$ cat config.mk
export PLATFORM = sky130hd
export DESIGN_NAME = uart_recv
export DESIGN_NICKNAME = d
export VERILOG_FILES = /design/src/rtl/uart_recv.sv
export SDC_FILE = /design/constraint.sdc
export NUM_CORES = 1
export LEC_CHECK = 0
export ABC_AREA = 1
export BUFFER_PORTS_ARGS = -buffer_cell sky130_fd_sc_hd__buf_2
export CAP_MARGIN = 0
export CORE_UTILIZATION = 45
export DETAILED_ROUTE_END_ITERATION = 8
export PLACE_DENSITY_LB_ADDON = 0.08
export SLEW_MARGIN = 20
export SYNTH_ARGS = -nofsm -noshare
export SYNTH_HDL_FRONTEND = slang
export SYNTH_SLANG_ARGS = --single-unit
$ cat constraint.sdc
create_clock -name clk -period 3.7 [get_ports clk]
set_input_delay 0.185 -clock clk [delete_from_list [all_inputs] [get_ports clk]]
set_output_delay 0.185 -clock clk [all_outputs]
set_load 0.005 [all_outputs]
$ cat src/rtl/uart_recv.sv
// 8N1 UART receiver, LSB first, mid-bit sampling with a 2-flop input synchroniser.
// Define UART_RECV_MAJORITY_EN to take each sample as a 3-cycle majority vote of rx_s.
module uart_recv #(
  parameter int CLKS_PER_BIT = 10416
) (
  input  logic       clk,
  input  logic       rst,
  input  logic       din,
  output logic [7:0] data,
  output logic       valid,
  output logic       frame_err,
  output logic       busy
);

  localparam int          HALF    = CLKS_PER_BIT / 2;
  localparam logic [15:0] HALF_TC = 16'(HALF - 1);
  localparam logic [15:0] BIT_TC  = 16'(CLKS_PER_BIT - 1);

  typedef enum logic [1:0] {IDLE, START, DATA, STOP} state_t;

  state_t      state, state_n;
  logic        s1, rx_s, sample;
  logic [15:0] cnt, cnt_n;
  logic [2:0]  bit_idx, bit_idx_n;
  logic [7:0]  shift_reg, shift_n, data_n;
  logic        valid_n, ferr_n;

`ifdef UART_RECV_MAJORITY_EN
  // Two previous rx_s values; with the current rx_s they form the 3-deep history.
  logic [1:0] hist;

  always_ff @(posedge clk or posedge rst) begin
    if (rst) hist <= '1;
    else     hist <= {hist[0], rx_s};
  end

  assign sample = (rx_s & hist[0]) | (rx_s & hist[1]) | (hist[0] & hist[1]);
`else
  assign sample = rx_s;
`endif

  assign busy = (state != IDLE);

  always_comb begin
    state_n   = state;
    cnt_n     = cnt + 16'd1;
    bit_idx_n = bit_idx;
    shift_n   = shift_reg;
    data_n    = data;
    valid_n   = 1'b0;
    ferr_n    = 1'b0;
    case (state)
      IDLE: begin
        cnt_n = '0;
        if (!rx_s) state_n = START;
      end
      START: begin
        if (cnt == HALF_TC) begin
          cnt_n = '0;
          if (!sample) begin
            state_n   = DATA;
            bit_idx_n = '0;
          end else begin
            state_n = IDLE;
          end
        end
      end
      DATA: begin
        if (cnt == BIT_TC) begin
          cnt_n     = '0;
          shift_n   = {sample, shift_reg[7:1]};
          bit_idx_n = bit_idx + 3'd1;
          if (bit_idx == 3'd7) state_n = STOP;
        end
      end
      STOP: begin
        // Leave at mid-stop-bit so a back-to-back start edge is not missed.
        if (cnt == BIT_TC) begin
          cnt_n   = '0;
          state_n = IDLE;
          if (sample) begin
            data_n  = shift_reg;
            valid_n = 1'b1;
          end else begin
            ferr_n = 1'b1;
          end
        end
      end
      default: state_n = IDLE;
    endcase
  end

  always_ff @(posedge clk or posedge rst) begin
    if (rst) begin
      s1        <= 1'b1;
      rx_s      <= 1'b1;
      state     <= IDLE;
      cnt       <= '0;
      bit_idx   <= '0;
      shift_reg <= '0;
      data      <= '0;
      valid     <= 1'b0;
      frame_err <= 1'b0;
    end else begin
      s1        <= din;
      rx_s      <= s1;
      state     <= state_n;
      cnt       <= cnt_n;
      bit_idx   <= bit_idx_n;
      shift_reg <= shift_n;
      data      <= data_n;
      valid     <= valid_n;
      frame_err <= ferr_n;
    end
  end

endmodule

==> run summary <==
Gr usage total: 17.7%
Placeable Area: 0.00412 mm^2
Critical Path Fanout Max: 7
Total nets after synthesis: 237
Worst reg2reg endpoint: cnt[14]
Vias in the first global route: 1288
Layout Cells excl Fill: 301
Pwr Density: 373 mW/mm^2
Number of port buffers: 13
Worst r2r src: cnt[0]
Syn Area/Cell: 8.56 um^2
Synth top area cells: dfrtp_1, nand2_1, inv_1
Post-route DRC: 0
Max-Cap Viols: 0
Final WL: 3470 um
Required time worst endpoint: 3920 ps
DRT Pass-1 Iters: 5
Critical path startpoint category: flop
RSZ-0062 raised after global routing: false
Most frequent cells after synthesis: nand2_1, dfrtp_1, inv_1, nor2_1, o21ai_0
Layout cell share with drive strength beyond 1: 20.7%
Post-synthesis cell area: 0.00198 mm^2
DIE AREA: 0.00466 mm^2
Worst vdd ir: 0.000262 V
WS Path Type: reg -> reg
Initial antenna violation count: 0
R2R setup slack: 2110 ps
Total Nets Final: 256
Gr ovfl total: 0
Hold Fails Final Rpt: 11
Register area share after synthesis: 52.0%
# diodes: 0
CP startpoint: cnt[0]
Placed Cells: 292
Measured slew at the worst slew-check pin: 506 ps
Clock Path Buffers: 2
# IOs: 14
Period utilisation layout: 43.1%
Failing checks: hold timing
Final setup margin: 2110 ps
Mapped Cells: 231
Worst-skew pair later-pin latency: 300 ps
Post-synth ARST share: 100%
Reg clk slew, reported paths: 80 ps
Status: complete, but fails checks
Vias/cell: 4.75
# rows: 23
Worst r2r path cells: 10
Synth top area share: 49.3%
Synthesis-stage register bit count: 41
Detailed placer's ending HPWL: 2460 um
GP Congestion: 0.847
Post-synth EDFFs: 0
Initial Utilization: 48.1%
Final setup TNS: 0 ps
Clock sink count: 41
Die X: 68.3 um
Main synth FF type: dfrtp_1
Die Ht: 68.3 um
Synth area leader: dfrtp_1
P_leak: 1.11 nW
Worst Setup End Kind: flop
CTS tree: done
CTS H-tree lvls: 2
Number of routed nets with antenna violations: 0
Setup crit end: cnt[14]
Final setup viols: 0
Layout area overhead: 11.8%
Vias: 1430
Max Slew Vio Count: 0
Highest clock rate: 0.627 GHz
CTS Root Cell: clkbuf_8
First-pass GRT wire length: 5860 um
CTS buffer count: 5
Tmin final: 1590 ps
Final hold slack: -2.98 ps
Max reg flops: 16
FILL cells: 397
Setup Buffers After CTS: 0
Initial DRC Count: 55
Pre-CTS setup slack: 2090 ps
Arrival time worst endpoint: 1810 ps
Routed wire per std cell: 11.5 um
Library cells used by synthesis: 28
Most frequent cell after synthesis: nand2_1
Largest net degree at the start of global routing: 42
Worst hold path class: in -> async
Yosys warns: 0
Worst Skew: 10.9 ps
Relative slew slack: 66.3%
placed cells by master (no fill, tap or decap), types with 2 or more instances in the layout:
cell type / count
ha_1: 3
nand2_1: 55
dfstp_2: 2
clkbuf_8: 5
nand2_2: 6
inv_1: 28
nand2_4: 2
buf_2: 13
nor2_4: 2
o21ai_2: 7
o21ai_0: 15
nor3_1: 7
xor2_1: 2
a21oi_1: 7
inv_2: 3
dfrtp_1: 39
nand3_1: 10
nor2_1: 26
nor2_2: 5
where the power goes:
part / internal, mW / switching [mW] / total, mW
Clock: 0.202 / 0.162 / 0.364
Sequential: 0.450 / 0.00126 / 0.451
Combinational: 0.00238 / 0.00902 / 0.0114
metal layers:
| metal | routed length [um] | up-vias | track usage [%] |
|---|---|---|---|
| li1 | - | 769 | - |
| met1 | 1910 | 638 | 25.6 |
| met2 | 1430 | 16 | 24.0 |
| met3 | 91 | 7 | 5.50 |
| met4 | 49 | 0 | 7.81 |
| met5 | 0 | - | 0 |
worst min-delay path by stage:
| stage | start | endpoint | slack, ps | cells past startpoint |
|---|---|---|---|---|
| floorplan | din | s1 | 190 | 0 |
| global placement | din | s1 | 290 | 1 |
| detailed placement | din | s1 | 290 | 1 |
| CTS | rst | data[1] | 10 | 3 |
| global route | rst | data[1] | 50 | 3 |
| finish | rst | shift_reg[1] | -3 | 3 |
kinds of logic after synthesis:
family	after synthesis	share of synthesized area [%]
XOR/XNOR	2	0.886
adder cells (fa/ha/maj)	3	1.90
buffers and inverters	34	7.21
flip-flops	41	52.0
AO/OA/AOI/OAI	33	10.6
AND/OR/NAND/NOR	118	27.5
worst max-delay path, stage by stage (launching register included):
cell	delay, ps
dfrtp_1	400
ha_1	250
nand2_1	120
inv_1	40
nand2_1	50
nor2_1	40
nand2_1	60
nand2_2	90
nand2_2	160
inv_2	110
nor3_1	190
area by class of cell:
class / instances / area (um^2) / share of cell area, %
Sequential cell: 41 / 1030 / 46.5
Multi-Input combinational cell: 156 / 807 / 36.5
Inverter: 31 / 116 / 5.26
Clock inverter: 3 / 46.3 / 2.09
Tap cell: 50 / 62.6 / 2.83
Timing Repair Buffer: 15 / 82.6 / 3.73
Clock buffer: 5 / 68.8 / 3.11
through the flow:
stage               util (%)  power (mW)  area (um^2)
floorplan                  -       0.467         1980
global placement        50.7       0.471         2090
detailed placement      50.7       0.471         2090
CTS                     53.8       0.839         2210
global route            53.8       0.858         2210
finish                  53.8       0.826         2210
timing repair:
| action | 4_1_cts | 5_1_grt |
|---|---|---|
| resized for setup | 0 | 0 |
| hold endpoints to repair | 1 | 0 |
| endpoints found under the setup margin | 0 | 0 |
| hold buffers | 1 | 0 |
(Power assumes the default switching activity.)
